### config.mk
export PLATFORM = sky130hd
export DESIGN_NAME = pio_out_shift_reg
export DESIGN_NICKNAME = d
export VERILOG_FILES = /design/src/rtl/pio_out_shift_reg.sv
export SDC_FILE = /design/constraint.sdc
export NUM_CORES = 1
export LEC_CHECK = 0
export ABC_AREA = 1
export CORE_MARGIN = 2
export CORE_UTILIZATION = 43
export DETAILED_ROUTE_END_ITERATION = 10
export MAX_ROUTING_LAYER = met4
export PLACE_DENSITY = 0.7
export SLEW_MARGIN = 10
export SYNTH_ARGS = -nofsm -noshare
export SYNTH_HDL_FRONTEND = slang
export SYNTH_SLANG_ARGS = --single-unit
### constraint.sdc
create_clock -name clk -period 4.7 [get_ports clk]
set_input_delay 0.94 -clock clk [delete_from_list [all_inputs] [get_ports clk]]
set_output_delay 0.94 -clock clk [all_outputs]
set_load 0.01 [all_outputs]
### src/rtl/pio_out_shift_reg.sv
// PIO output shift register: pulls words from the TX FIFO and hands
// 1..32 bits per OUT command to the execution unit, with autopull.
module pio_out_shift_reg (
  input  logic        clk,
  input  logic        rst,
  input  logic [31:0] fifo_data,
  input  logic        fifo_empty,
  output logic        fifo_pop,
  input  logic        out_req,
  input  logic [4:0]  out_bits,
  input  logic        pull_req,
  input  logic        pull_block,
  input  logic        shift_right,
  input  logic        autopull_en,
  input  logic [4:0]  pull_thresh,
  output logic        stall,
  output logic [31:0] out_data,
  output logic        out_valid,
  output logic [5:0]  osr_count
);

  typedef enum logic {READY, FETCH} state_t;

  state_t      state;
  state_t      state_nxt;
  logic [31:0] osr;
  logic [5:0]  n;
  logic [5:0]  t;
  logic        need_pull;
  logic        do_out;
  logic [31:0] mask;
  logic [31:0] shr_data;
  logic [31:0] shl_data;
  logic [31:0] shr_osr;
  logic [31:0] shl_osr;
  logic [6:0]  cnt_sum;

  assign n = (out_bits == 5'd0) ? 6'd32 : {1'b0, out_bits};
  assign t = (pull_thresh == 5'd0) ? 6'd32 : {1'b0, pull_thresh};
  assign need_pull = autopull_en && (osr_count >= t);

  always_ff @(posedge clk or posedge rst) begin
    if (rst) state <= READY;
    else     state <= state_nxt;
  end

  always_comb begin
    state_nxt = state;
    unique case (state)
      READY: begin
        if ((pull_req || (out_req && need_pull)) && !fifo_empty)
          state_nxt = FETCH;
      end
      FETCH: state_nxt = READY;
    endcase
  end

  // PULL has priority; an OUT behind it keeps stalling until it is served
  always_comb begin
    fifo_pop = 1'b0;
    stall    = 1'b0;
    do_out   = 1'b0;
    unique case (state)
      READY: begin
        if (pull_req) begin
          fifo_pop = !fifo_empty;
          stall    = !fifo_empty || pull_block;
        end else if (out_req) begin
          if (need_pull) begin
            fifo_pop = !fifo_empty;
            stall    = 1'b1;
          end else begin
            do_out = 1'b1;
          end
        end
      end
      FETCH: stall = !pull_req;
    endcase
    if (rst) fifo_pop = 1'b0;
  end

  assign mask     = (n == 6'd32) ? '1 : ((32'd1 << n[4:0]) - 32'd1);
  assign shr_data = osr & mask;
  assign shr_osr  = (n == 6'd32) ? 32'd0 : (osr >> n[4:0]);
  assign shl_data = osr >> (6'd32 - n);
  assign shl_osr  = (n == 6'd32) ? 32'd0 : (osr << n[4:0]);
  assign cnt_sum  = {1'b0, osr_count} + {1'b0, n};

  always_ff @(posedge clk or posedge rst) begin
    if (rst) begin
      osr       <= 32'd0;
      osr_count <= 6'd32;
      out_data  <= 32'd0;
      out_valid <= 1'b0;
    end else begin
      out_valid <= do_out;
      if (state == FETCH) begin
        osr       <= fifo_data;
        osr_count <= 6'd0;
      end else if (do_out) begin
        out_data  <= shift_right ? shr_data : shl_data;
        osr       <= shift_right ? shr_osr : shl_osr;
        osr_count <= (cnt_sum > 7'd32) ? 6'd32 : cnt_sum[5:0];
      end
    end
  end

endmodule

==> reports/results.txt <==
For the post-cts sizing count, the log shows 0. TritonCTS built the clock tree. Each instance of the synthesized netlist takes up on average 5.28 um2.

The minimum period implied by the final worst setup slack is 4.19 ns, and the adder-cell area share of the yosys netlist is 0.0180. Summed over all nets, wire length on met2 after detailed routing comes to 20.0 mm. Once layout is complete, the cells apart from fillers number 2156. Derived from the worst setup path, the maximum achievable clock frequency is 238 MHz. During I/O placement, the number of pins put on the boundary was 91.

The run gives 35.3 mm as the HPWL after detailed placement. The run finished with clean final reports. The logs give 69.3 mm for the first-pass GRT wire length and 55 for the number of placement rows. The area share of the largest cell type after synthesis came out at 0.279. Entering global routing, the biggest net connects 90 pins.

The run gives 5.81 nW as the static leakage power. The run gives 0.382 as the normalized max-slew margin. The count of TritonRoute iterations in the first routing pass came out at 5.

After filler insertion, the fill cell instance count of the layout stands at 2519. The run gives 41 as the number of distinct library cell variants in the gate-level netlist after synthesis. In this run the top signal layer used is met4. The area of combinational cells with multiple inputs is 0.00688 mm2, and the net count after synthesis is 1910. Counting stages on the worst path, the most repeated cell is sky130_fd_sc_hd__nand3_1. The largest total area in the synthesized netlist belongs to sky130_fd_sc_hd__nand2_1. The repair_antennas step left the layout with diodes totalling 0. For this run, the number of Yosys warnings is 0. The number of hold buffers added after CTS was 0. The logs give 0 for the number of buffers inserted by post-CTS setup repair and 0.185 for the part of the Yosys area used for sequential elements. At the pin with the least slew margin, the transition time is 0.917 ns. The longest clock path from root to sink contains 2 buffers. The count of pins over their slew limit was 0. Fraction of layout cells with a size suffix above 1: 0.0567.

Count of port buffers added during placement: 90. The number of enable-type register cells in the synthesized netlist is 0, and the area taken by flip-flops and latches is 0.00180 mm2. At the later pin of the worst-skew pair, clock insertion delay measures 0.37 ns. In this run the horizontal extent of the chip is 155 um.

Synthesis produced 1846 cells. The type of the setup path with the least slack is input port to primary output. The post-synthesis mux area share is 0.

The detailed-route via count was 12500. The critical path contains buffers and inverters numbering 3 combined. The synthesized-area fraction occupied by ao, oa, aoi and oai cells was 0.165; the routed length on met1 was 18.8 mm. The largest clock skew in the final design is 0.0214 ns, and the number of buffers created by CTS is 9. The critical path's largest stage delay was 0.58 ns. The tools report the type of element capturing the critical path as a primary output. The congestion estimate from routability-driven global placement came to 1.01. The count of maximum capacitance violations is 0. In the synthesized netlist the dominant register cell turns out to be sky130_fd_sc_hd__dfrtp_1. The largest family of logic cells by synthesized area was simple AND/OR/NAND/NOR gates.

Category of cells accounting for the largest share of critical-path delay: buffers and inverters. The xor-xnor portion of the synthesized cell area is 0.00359. The kind of start point of the critical path is an input port. The H-tree generated during clock tree synthesis spans 3 levels. The run gives 0.394 as the aggregate global-route resource usage. For the sum of negative setup slack, the log shows 0 ns. The first-iteration detailed-routing DRC count is 1577. The initial antenna violation count was 0; the total power divided by cell area was 405 mW/mm2. The average via count per standard cell is 5.79.

The run gives 11500 as the via count of the first global-routing pass. The signal on the critical path passes through clkdlybuf4s50_1 > nor3_1 > nand3_1 > ha_1 > nand2_1 > o21a_1 > nand3_1 > nand3_1 > nand2_1 > inv_1 > nor4_1 > clkdlybuf4s50_1. Summed over all layers, the global routing overflow is 0. After clock tree synthesis, the clock-pin slew on the worst setup and hold paths is 0.06 ns. The number of routed nets with antenna violations was 0; the final worst-path cycle share was 0.892. For the number of hold-slack violations in the final timing report, the log shows 0. Total clock sinks: 72. From bottom edge to top edge, the die measures 155 um.

The min-delay analysis places its worst path in the category register to register. Relative to the synthesized area, the layout overhead comes to 12.8%. In this run the worst path has a maximum fanout of 2. The floorplan step defined a die boundary enclosing 0.0239 mm2. Including well taps, the total number of placed cells is 2140.

The cell chosen for the clock root is sky130_fd_sc_hd__clkbuf_16. After detailed routing, the number of remaining DRC violations is 0. IR analysis of the VDD net gives a maximum drop of 0.000264 V. The simple-gate area share of the yosys netlist works out to 0.519. The cell area that synthesis handed to floorplanning was 0.00976 mm2.

Flop and latch count out of synthesis: 72. By count the netlist is led by sky130_fd_sc_hd__nand2_1, sky130_fd_sc_hd__nand3_1, sky130_fd_sc_hd__nor2_1, sky130_fd_sc_hd__inv_1, sky130_fd_sc_hd__o21ai_0. After the last flow step, the layout net total stands at 1930. After detailed routing, the average wire length per cell comes to 21.2 um. The share of flip-flops with an asynchronous set or reset after synthesis works out to 1.00. Wires add up to 45.6 mm. For the worst setup path, the data arrival time is 3.25 ns.

The tools report the critical path data required time as 3.76 ns. Setup violations remaining at the end of the flow were counted as 0. Yosys attributes the largest share of cell area to sky130_fd_sc_hd__nand2_1, sky130_fd_sc_hd__dfrtp_1, sky130_fd_sc_hd__nand3_1. The most used standard cell by instance count after synthesis was sky130_fd_sc_hd__nand2_1. The logs give 3.74 mm for the met3 wire length and 0.435 for the effective utilization at floorplan. The slowest cell on the critical path is sky130_fd_sc_hd__clkdlybuf4s50_1. Setup repair after global routing left no endpoint under its margin.

The total area inside the core boundary comes to 0.0224 mm2.
sequential cells by signal, indices dropped and copies added (netlist names):
register,count
out_data,32
out_valid,1
osr,32
osr_count,6
state,1
kinds of logic after synthesis:
logic type,Yosys count
and+or+nand+nor,1209
AOI/OAI and AO/OA,287
buffers and inverters,260
DFF,72
adders and majority gates,14
xor gates and xnor gates,4
report_power, final:
part | internal, W | switching, W
Combinational | 0.000896 | 0.00158
Sequential | 0.000860 | 0.000378
Clock | 0.000371 | 0.000370
stage by stage:
step	instance area (um2)	worst slack, ns	utilization	hold slack, ns	total power [W]
6_report	11000	0.505	0.490	0.479	0.00446
5_1_grt	11000	0.275	0.490	0.499	0.00475
4_1_cts	11000	0.495	0.490	0.482	0.00439
3_5_place_dp	10700	0.495	0.478	0.464	0.00365
3_3_place_gp	10700	0.512	0.478	0.461	0.00363
2_1_floorplan	9760	1.44	-	0.471	0.00259
final timing paths:
check / start / endpoint / cells past startpoint / slack [ns]
min in group asynchronous: rst / osr[13]$_DFFE_PP0P_ / 2 / 0.94
hold / removal: out_data[19]$_DFFE_PP0P_ / out_data[19]$_DFFE_PP0P_ / 2 / 0.48
setup / recovery: pull_thresh[0] / fifo_pop / 12 / 0.51
hold reg to reg: out_data[19]$_DFFE_PP0P_ / out_data[19]$_DFFE_PP0P_ / 2 / 0.48
max in group asynchronous: rst / out_data[6]$_DFFE_PP0P_ / 3 / 2.80
setup reg to reg: osr[10]$_DFFE_PP0P_ / osr[0]$_DFFE_PP0P_ / 7 / 2.14
tightest hold or removal path: stages, from the launching register on:
cell	delay, ns
sky130_fd_sc_hd__dfrtp_1	0.34
sky130_fd_sc_hd__nand2_1	0.05
sky130_fd_sc_hd__nand2_1	0.05
layer usage:
layer | global-route usage | vias to the layer above
li1 | - | 6005
met1 | 0.505 | 5683
met2 | 0.598 | 650
met3 | 0.0482 | 141
met4 | 0.231 | 0
met5 | - | -
cell usage in the layout (no fill, tap or decap), types with 4 or more instances in the layout:
| cell | Yosys | layout |
|---|---|---|
| sky130_fd_sc_hd__a21boi_1 | 6 | 6 |
| sky130_fd_sc_hd__a21oi_1 | 72 | 72 |
| sky130_fd_sc_hd__a21oi_2 | 5 | 5 |
| sky130_fd_sc_hd__a31oi_1 | 4 | 4 |
| sky130_fd_sc_hd__buf_4 | 9 | 26 |
| sky130_fd_sc_hd__clkbuf_16 | 0 | 9 |
| sky130_fd_sc_hd__clkdlybuf4s50_1 | 0 | 87 |
| sky130_fd_sc_hd__dfrtp_1 | 71 | 71 |
| sky130_fd_sc_hd__ha_1 | 14 | 14 |
| sky130_fd_sc_hd__inv_1 | 140 | 138 |
| sky130_fd_sc_hd__inv_2 | 10 | 11 |
| sky130_fd_sc_hd__inv_6 | 0 | 4 |
| sky130_fd_sc_hd__nand2_1 | 726 | 726 |
| sky130_fd_sc_hd__nand2_2 | 5 | 5 |
| sky130_fd_sc_hd__nand3_1 | 235 | 235 |
| sky130_fd_sc_hd__nand3b_1 | 8 | 8 |
| sky130_fd_sc_hd__nand4_1 | 12 | 12 |
| sky130_fd_sc_hd__nor2_1 | 169 | 169 |
| sky130_fd_sc_hd__nor2_2 | 6 | 6 |
| sky130_fd_sc_hd__nor2_4 | 6 | 6 |
| sky130_fd_sc_hd__nor3_1 | 9 | 9 |
| sky130_fd_sc_hd__o211ai_1 | 42 | 42 |
| sky130_fd_sc_hd__o21ai_0 | 105 | 105 |
| sky130_fd_sc_hd__o21ai_1 | 40 | 40 |
| sky130_fd_sc_hd__o21bai_1 | 6 | 6 |
| sky130_fd_sc_hd__or2_2 | 24 | 24 |
| sky130_fd_sc_hd__xor2_1 | 4 | 4 |
final cells by class:
class / count / area share
repair buffers: 117 / 0.100
inverters: 152 / 0.0520
multi-input cells: 1514 / 0.626
flip-flops and latches: 72 / 0.164
clock inverters: 7 / 0.00557
clock buffers: 9 / 0.0205
well taps: 285 / 0.0324
Power figures use the tool's default switching activity.
